[src/rtl/score_tracker_pkg.sv]
// Shared constants and state encoding for the score tracker and its helpers.
package score_tracker_pkg;

    localparam int SCORE_W   = 7;
    localparam int MAX_SCORE = 99;
    localparam int ALT_TICKS = 25_000_000;

    typedef enum logic [1:0] {
        IDLE       = 2'd0,
        PLAYING    = 2'd1,
        SHOW_SCORE = 2'd2,
        SHOW_HIGH  = 2'd3
    } state_t;

endpackage

[src/rtl/score_tracker_saturating_counter.sv]
// Up-counter that sticks at CEILING; clear beats increment.
module saturating_counter #(
    parameter int WIDTH   = 7,
    parameter int CEILING = 99
) (
    input  logic             i_Clk,
    input  logic             i_Reset,
    input  logic             i_Clear,
    input  logic             i_Inc,
    output logic [WIDTH-1:0] o_Count,
    output logic [WIDTH-1:0] o_Next_Count
);

    // The ceiling compare happens before the add so the count can never wrap.
    always_comb begin
        o_Next_Count = o_Count;
        if (i_Clear)
            o_Next_Count = '0;
        else if (i_Inc && (o_Count < WIDTH'(CEILING)))
            o_Next_Count = o_Count + 1'b1;
    end

    always_ff @(posedge i_Clk) begin
        if (i_Reset)
            o_Count <= '0;
        else
            o_Count <= o_Next_Count;
    end

endmodule

[src/rtl/score_tracker.sv]
// Game score tracker: saturating score, session high score, and a game-over
// display that alternates between the last score and the high score.
module score_tracker #(
    parameter int MAX_SCORE = score_tracker_pkg::MAX_SCORE,
    parameter int ALT_TICKS = score_tracker_pkg::ALT_TICKS
) (
    input  logic                                i_Clk,
    input  logic                                i_Reset,
    input  logic                                i_Game_Start,
    input  logic                                i_Point,
    input  logic                                i_Game_Over,
    output logic [score_tracker_pkg::SCORE_W-1:0] o_Display_Score,
    output logic [score_tracker_pkg::SCORE_W-1:0] o_Score,
    output logic [score_tracker_pkg::SCORE_W-1:0] o_High_Score,
    output logic                                o_New_High,
    output logic                                o_Showing_High
);

    import score_tracker_pkg::*;

    localparam int ALT_W = (ALT_TICKS > 1) ? $clog2(ALT_TICKS) : 1;

    state_t             state;
    logic [ALT_W-1:0]   alt_count;
    logic [SCORE_W-1:0] score_next;
    logic               score_inc;
    logic               alt_done;
    logic               display_high;

    assign score_inc    = (state == PLAYING) && i_Point && !i_Game_Start;
    assign alt_done     = (alt_count == ALT_W'(ALT_TICKS - 1));
    // A start request pulls the display back to the score in the same cycle it leaves SHOW_HIGH.
    assign display_high = (state == SHOW_HIGH) && !i_Game_Start;

    saturating_counter #(
        .WIDTH   (SCORE_W),
        .CEILING (MAX_SCORE)
    ) u_score (
        .i_Clk        (i_Clk),
        .i_Reset      (i_Reset),
        .i_Clear      (i_Game_Start),
        .i_Inc        (score_inc),
        .o_Count      (o_Score),
        .o_Next_Count (score_next)
    );

    // score_next already includes a same-cycle point, so the high-score compare sees it.
    always_ff @(posedge i_Clk) begin
        if (i_Reset) begin
            state           <= IDLE;
            alt_count       <= '0;
            o_High_Score    <= '0;
            o_Display_Score <= '0;
            o_New_High      <= 1'b0;
            o_Showing_High  <= 1'b0;
        end else begin
            o_New_High      <= 1'b0;
            o_Display_Score <= display_high ? o_High_Score : o_Score;
            o_Showing_High  <= display_high;
            case (state)
                IDLE: begin
                    alt_count <= '0;
                    if (i_Game_Start)
                        state <= PLAYING;
                end
                PLAYING: begin
                    alt_count <= '0;
                    if (!i_Game_Start && i_Game_Over) begin
                        state <= SHOW_SCORE;
                        if (score_next > o_High_Score) begin
                            o_High_Score <= score_next;
                            o_New_High   <= 1'b1;
                        end
                    end
                end
                SHOW_SCORE, SHOW_HIGH: begin
                    if (i_Game_Start) begin
                        state     <= PLAYING;
                        alt_count <= '0;
                    end else if (alt_done) begin
                        state     <= (state == SHOW_SCORE) ? SHOW_HIGH : SHOW_SCORE;
                        alt_count <= '0;
                    end else begin
                        alt_count <= alt_count + 1'b1;
                    end
                end
                default: begin
                    state     <= IDLE;
                    alt_count <= '0;
                end
            endcase
        end
    end

endmodule

[config.mk]
export PLATFORM = sky130hd
export DESIGN_NAME = score_tracker
export DESIGN_NICKNAME = d
export VERILOG_FILES = /design/src/rtl/score_tracker_pkg.sv /design/src/rtl/score_tracker_saturating_counter.sv /design/src/rtl/score_tracker.sv
export SDC_FILE = /design/constraint.sdc
export NUM_CORES = 1
export LEC_CHECK = 0
export ABC_AREA = 1
export CORE_UTILIZATION = 51
export CTS_CLUSTER_DIAMETER = 80
export CTS_CLUSTER_SIZE = 30
export DETAILED_ROUTE_END_ITERATION = 8
export GPL_TIMING_DRIVEN = 0
export PLACE_DENSITY = 0.76
export SYNTH_ARGS = -nofsm -noshare
export SYNTH_HDL_FRONTEND = slang
export SYNTH_HIERARCHICAL = 1
export SYNTH_SLANG_ARGS = --single-unit
[constraint.sdc]
create_clock -name i_Clk -period 2.3 [get_ports i_Clk]
set_input_delay 0.46 -clock i_Clk [delete_from_list [all_inputs] [get_ports i_Clk]]
set_output_delay 0.46 -clock i_Clk [all_outputs]
set_load 0.1 [all_outputs]
==> results of run 1 <==
==> synth_stat cells <==
master / count / area share, %
a31oi_1: 2 / 0.46
nor3b_2: 1 / 0.46
xnor2_1: 5 / 1.6
buf_4: 2 / 0.56
inv_1: 45 / 6.3
nor2_4: 2 / 0.84
nand2_2: 2 / 0.46
clkinv_1: 1 / 0.14
a31oi_2: 1 / 0.46
buf_6: 3 / 1.3
o21bai_2: 1 / 0.42
nand4_1: 6 / 1.4
nor3b_1: 2 / 0.56
nand2_4: 4 / 1.7
nor3_2: 1 / 0.37
nand3_2: 3 / 1.1
buf_2: 1 / 0.19
dfxtp_1: 50 / 37
nand2_1: 86 / 12
a21oi_2: 1 / 0.33
nor3_1: 3 / 0.56
ha_1: 9 / 4.2
nor2_1: 69 / 9.6
nor2_8: 2 / 1.5
nand3_1: 21 / 3.9
o21ai_0: 8 / 1.5
nor2_2: 4 / 0.93
xor2_1: 6 / 2.0
nand3b_1: 10 / 2.8
inv_2: 1 / 0.14
or2_2: 1 / 0.23
a21oi_1: 26 / 4.8
clkbuf_1: 1 / 0.14
==> worst reg2reg max path: stages (launching register included) <==
cell and delay [ns]:
dfxtp_4 0.39, nand2_2 0.06, nor2_1 0.10, buf_4 0.17, nand4_1 0.12, xor2_1 0.22, nor2_1 0.10, ha_1 0.20
nand2_1 0.07, a21oi_1 0.07, nor2_1 0.18, nand3_4 0.13, buf_4 0.18, a21oi_1 0.13, nor2_1 0.06
==> through the flow <==
stage	hold WS (ns)	instances	setup TNS [ns]
after floorplan	0.429	380	0
after global routing	0.451	500	-0.941
after detailed placement	0.447	477	-7.71
final	0.438	500	0
after global placement	0.439	477	-7.29
after CTS	0.479	493	0
==> worst paths after layout <==
path                                               from                             to  slack (ns)
worst max register to register    state[0]$_SDFFE_PP0P_   o_High_Score[1]$_SDFFE_PP0P_        0.03
worst max-delay path              state[0]$_SDFFE_PP0P_   o_High_Score[1]$_SDFFE_PP0P_        0.03
worst min register to register  alt_count[0]$_SDFF_PP0_        alt_count[0]$_SDFF_PP0_        0.48
worst min-delay path                       i_Game_Start  u_score/o_Count[0]$_SDFF_PP0_        0.44
==> per-layer routing <==
layer  up-vias  wire, um  track usage, %
met5         -         0               0
met2        42      3270            42.1
met3        12       209            4.95
met1      1161      2790            26.0
met4         0       116            7.97
li1       1299         -               -
==> state kept, by name (all words and copies together), names as in the netlist <==
register and flops:
alt_count 25, o_Display_Score 7, o_High_Score 7, u_score/o_Count 7, state 2, o_New_High 1
o_Showing_High 1
==> final cells by class <==
class | instances | area [um2] | area share, %
Buffer | 7 | 63.8 | 1.86
Clock buffer | 6 | 82.6 | 2.41
Clock inverter | 2 | 11.3 | 0.328
Inverter | 47 | 176 | 5.14
Multi-Input combinational cell | 276 | 1580 | 45.9
Sequential cell | 50 | 1030 | 30.1
Tap cell | 70 | 87.6 | 2.55
Timing Repair Buffer | 42 | 399 | 11.6
==> logic make-up (layout without fill, tap and decap cells) <==
logic type	count (synthesis)	count (layout)
compound gates	39	39
xor+xnor	11	11
fa+ha+maj	9	9
buf+inv	54	104
flops	50	50
simple gates	217	217
==> what timing repair did <==
action | 4_1_cts | 5_1_grt
buffers inserted | 7 | 7
hold buffers | 0 | 0
cloned | 1 | 0
setup endpoints to repair | 13 | 14
pin swaps | 8 | 13
resized for setup | 20 | 35
==> power by group <==
| group | internal, mW | switching (mW) | total, mW |
|---|---|---|---|
| logic | 0.102 | 0.167 | 0.269 |
| clock network | 0.243 | 0.295 | 0.539 |
| registers | 0.871 | 0.0125 | 0.884 |
==> flow_summary.toml, run 1 <==
[outcome]
status = "completed"

[setup_path]
endpoint_kind = "flip-flop"
crit_chain = "nand2_2, nor2_1, buf_4, nand4_1, xor2_1, nor2_1, ha_1, nand2_1, a21oi_1, nor2_1, nand3_4, buf_4, a21oi_1, nor2_1"
critPathSlowestCell = "dfxtp_4"
cp_data_arrival_time_ns = 2.49
rr_worst_depth = 14
worst-setup-path-type = "reg2reg"
cp_num_buf_inv = 2
cp_max_fo = 7
critPathRequiredTime_ns = 2.51
start_kind = "flip-flop"
max_stage_delay_ns = 0.39
cpMostUsedCell = "nor2_1"
cp_num_cells = 14
critPathTopFamily = "simple AND/OR/NAND/NOR gates"

[routing]
postRouteAntennaNets = 0
avgRoutedWirePerCell_um = 12.8
viasPerCell = 5.03
first_pass_iters = 4
drc = 0
vias = 2514
wl_um = 6390
drt_iter0_markers = 88

[layout]
fin_util_pct = 67.1
fin_area_um2 = 3430
n_antenna_cell = 0
drive_above_1_share_pct = 20.2
final_common_cell = "nand2_1"
area_growth_syn_to_layout_pct = 27.4
final_cell_mix = "nand2_1 (79), nor2_1 (67), inv_1 (40), dfxtp_1 (40), a21oi_1 (25)"
fillers = 449
fin_nets = 443

[power_and_ir_drop]
irDropWorstVdd_mv = 0.397
leakagePower_nw = 1.51
powerDensity_nw_per_um2 = 493
total_power_mw = 1.69

[yosys]
ys_warn_count = 6
yosys.cell_types.count = 33
synth_top_family_by_area = "simple AND/OR/NAND/NOR gates"
syn-num-nets = 394
yosys.area_share.xor_xnor_pct = 3.58
netlist_area_um2 = 2690
syn_area_per_cell_um2 = 7.09
synth_compound_area_share_pct = 7.99
synth-simple-area-share_pct = 38.4
ys_seq_area_share_pct = 37.2
synth_adder_area_share_pct = 4.18
muxShareOfSynthArea_pct = 0
postSynthCellCount = 380
ys_seq_elements = 50

[floorplan]
num_rows = 26
io_pins = 28
fp.dieH_um = 74.7
die_x_um = 74.7
core_area_um2 = 5110
start_util_pct = 52.7
die_area_um2 = 5570

[clock_network]
htreeDepth = 2
cts_tree = "built"
cts-root-buf = "clkbuf_8"
cts_buffers = 5
path_clk_slew_ns = 0.10
cts_buffer_depth = 2
cts_sinks = 50
clock_latency_ns = 0.31

[place]
gp_congestion = 0.820
preCtsSetupSlack_ns = -1.02
io_buffer_count = 27
hpwl_um = 4450
dpl_cell_area_um2 = 3090

[global_route]
antenna_found_initial = 0
grt_pass1_wl_um = 9630
grt_pass1_vias = 2262
grt_use_total_pct = 22.9
grt_overflow = 0
grt_max_degree = 16

[timing]
final.min_clock_period_ns = 2.27
finalSetupViolations = 0
fin_crit_sh_pct = 98.9
finalClockSkew_ns = 0.0128
maxSlewHeadroom_pct = 34.7
slew_viol_final = 0
finalHoldViolations = 0
rsz0062_at_grt = "yes"
setup_slack_ns = 0.0256
max_freq_mhz = 440
worst_pin_slew_ns = 0.976

[min_path]
hp-class = "in2reg"
worstHoldPathCells = 2

[flow_run]
maxCapViolCount = 0
Power figures use the tool's default switching activity.
==> inputs of run 2 (changes only) <==
--- a/config.mk
+++ b/config.mk
@@ -6,6 +6,7 @@
 export NUM_CORES = 1
 export LEC_CHECK = 0
 export ABC_AREA = 1
+export CORE_MARGIN = 2
 export CORE_UTILIZATION = 51
 export CTS_CLUSTER_DIAMETER = 80
 export CTS_CLUSTER_SIZE = 30
==> run 2 against run 1 <==
  * Sequential share of layout area fell by 0.49 points
  * Register-to-register slack got worse by 0.04 ns
  * The flow now finishes with violations (negative setup slack)
  * Via count rose by 0.68%
  * Worst setup slack got worse by 0.037 ns
  * Critical endpoint is now o_High_Score[2]$_SDFFE_PP0P_
  * Worst hold slack got worse by 0.0011 ns
  * Routed wire length rose by 2.3%
  * Largest power group unchanged
  * Sequential cell count did not move
  * Highest routed layer unchanged
  * Non-clock buffer count fell by 1
  * Count of clock-buffer cells in the layout rose by 2
  * Combinational power fell by 2%
  * Core utilization rose by 0.96 points
==> flow_summary.toml, run 2 (same netlist as run 1, synthesis figures left out) <==
[timing]
maxSlewHeadroom_pct = 34.3
setup_slack_ns = -0.0110
final.min_clock_period_ns = 2.31
worst_pin_slew_ns = 0.982
rsz0062_at_grt = "yes"
slew_viol_final = 0
finalSetupViolations = 1
finalClockSkew_ns = 0.00433
finalHoldViolations = 0
fin_crit_sh_pct = 100
max_freq_mhz = 433

[global_route]
grt_max_degree = 16
grt_pass1_vias = 2458
grt_pass1_wl_um = 10500
grt_overflow = 0
antenna_found_initial = 0
grt_use_total_pct = 21.8

[routing]
drc = 0
drt_iter0_markers = 108
vias = 2531
postRouteAntennaNets = 0
viasPerCell = 5.07
avgRoutedWirePerCell_um = 13.1
wl_um = 6540
first_pass_iters = 4

[setup_path]
worst-setup-path-type = "reg2reg"
cp_data_arrival_time_ns = 2.55
crit_chain = "inv_2, nand2_2, nor2_2, buf_6, buf_6, nand3_1, nand2_2, nor2_4, ha_1, a21oi_1, o21ai_1, nand2_2, nand3_4, buf_6, nand3b_1, nand2_1, nor2_1"
max_stage_delay_ns = 0.33
start_kind = "flip-flop"
critPathSlowestCell = "dfxtp_2"
cp_max_fo = 7
ff2ff_setup_slack_ns = -0.01
critPathRequiredTime_ns = 2.54
endpoint_kind = "flip-flop"

[place]
hpwl_um = 4540
preCtsSetupSlack_ns = -0.975
io_buffer_count = 27
gp_congestion = 0.874

[layout]
area_growth_syn_to_layout_pct = 29.2
fillers = 449
n_antenna_cell = 0
fin_nets = 442
largest_reg_flops = 25
final_common_cell = "nand2_1"
drive_above_1_share_pct = 21.0
final_cell_mix = "nand2_1 (78), nor2_1 (64), inv_1 (40), dfxtp_1 (40), a21oi_1 (24)"
max_flop_register = "alt_count"

[clock_network]
clock_latency_ns = 0.30
path_clk_slew_ns = 0.09
cts_tree = "built"
cts_sinks = 50
cts_buffers = 5
htreeDepth = 2
cts-root-buf = "clkbuf_8"
cts_buffer_depth = 2

[min_path]
hp-class = "in2reg"

[outcome]
status = "complete, but fails checks"
violations = "negative setup slack"

[floorplan]
die_x_um = 76.7
fp.dieH_um = 76.7
num_rows = 26
start_util_pct = 52.7
core_area_um2 = 5110
die_area_um2 = 5880
io_pins = 28

[power_and_ir_drop]
leakagePower_nw = 1.51
powerDensity_nw_per_um2 = 524
total_power_mw = 1.82
irDropWorstVdd_mv = 0.343

[flow_run]
maxCapViolCount = 0
==> run 2: cell count changes in the layout (fill, tap and decap cells not counted), sizes merged <==
cell,change
dlymetal6s2s,-1
buf,-1
inv,-1
dlygate4sd2,+1
clkbuf,+2
clkinv,-1
==> run 2: worst max-delay path, delay by kind of cell (launching register included) <==
kind,cells,cell delay (ns)
AO/OA/AOI/OAI,2,0.28
adder cells (fa/ha/maj),1,0.29
buffers and inverters,4,0.45
flip-flops,1,0.33
AND/OR/NAND/NOR,10,0.88
==> run 2: through the flow <==
step                area, um2  utilization [%]  TNS [ns]  hold WS [ns]  std cells
detailed placement       3090             60.5     -7.37         0.445        477
CTS                      3280             64.2         0         0.478        490
global placement         3090             60.5     -7.29         0.438        477
finish                   3480             68.1   -0.0110         0.436        499
global route             3480             68.1    -0.848         0.443        499
floorplan                2730                -         0         0.429        380
==> run 2: final cells by class <==
cell class / instances / area (um2) / area share [%]
Sequential cell: 50 / 1030 / 29.6
Multi-Input combinational cell: 276 / 1590 / 45.8
Inverter: 47 / 176 / 5.07
Clock buffer: 8 / 133 / 3.81
Tap cell: 70 / 87.6 / 2.52
Buffer: 7 / 67.6 / 1.94
Timing Repair Buffer: 41 / 392 / 11.3
==> run 2: timing repair <==
action / CTS / global route
pin swaps: 7 / 16
gates resized for setup: 20 / 43
setup buffers: 4 / 8
setup endpoints to repair: 14 / 13
hold buffers: 0 / 0
gates cloned: 1 / 1
==> run 2: metal layers <==
layer / GRT usage, % / routed length, um
met2: 39.8 / 3320
met3: 3.65 / 221
met5: 0 / 0
met4: 8.18 / 153
met1: 25.3 / 2840
==> run 2: final timing paths <==
path                                                      end  depth (start not counted)                    start
worst max-delay path             o_High_Score[2]$_SDFFE_PP0P_                         17    state[1]$_SDFFE_PP0P_
worst min-delay path            u_score/o_Count[3]$_SDFF_PP0_                          2             i_Game_Start
worst max register to register   o_High_Score[2]$_SDFFE_PP0P_                         17    state[1]$_SDFFE_PP0P_
worst min register to register        alt_count[0]$_SDFF_PP0_                          1  alt_count[0]$_SDFF_PP0_
==> run 2: where the power goes <==
| part | total (mW) | switching [mW] | internal, mW | leakage [nW] |
|---|---|---|---|---|
| combinational | 0.264 | 0.166 | 0.0986 | 1.04 |
| clock | 0.675 | 0.299 | 0.377 | 0.0678 |
| sequential | 0.882 | 0.0120 | 0.870 | 0.410 |
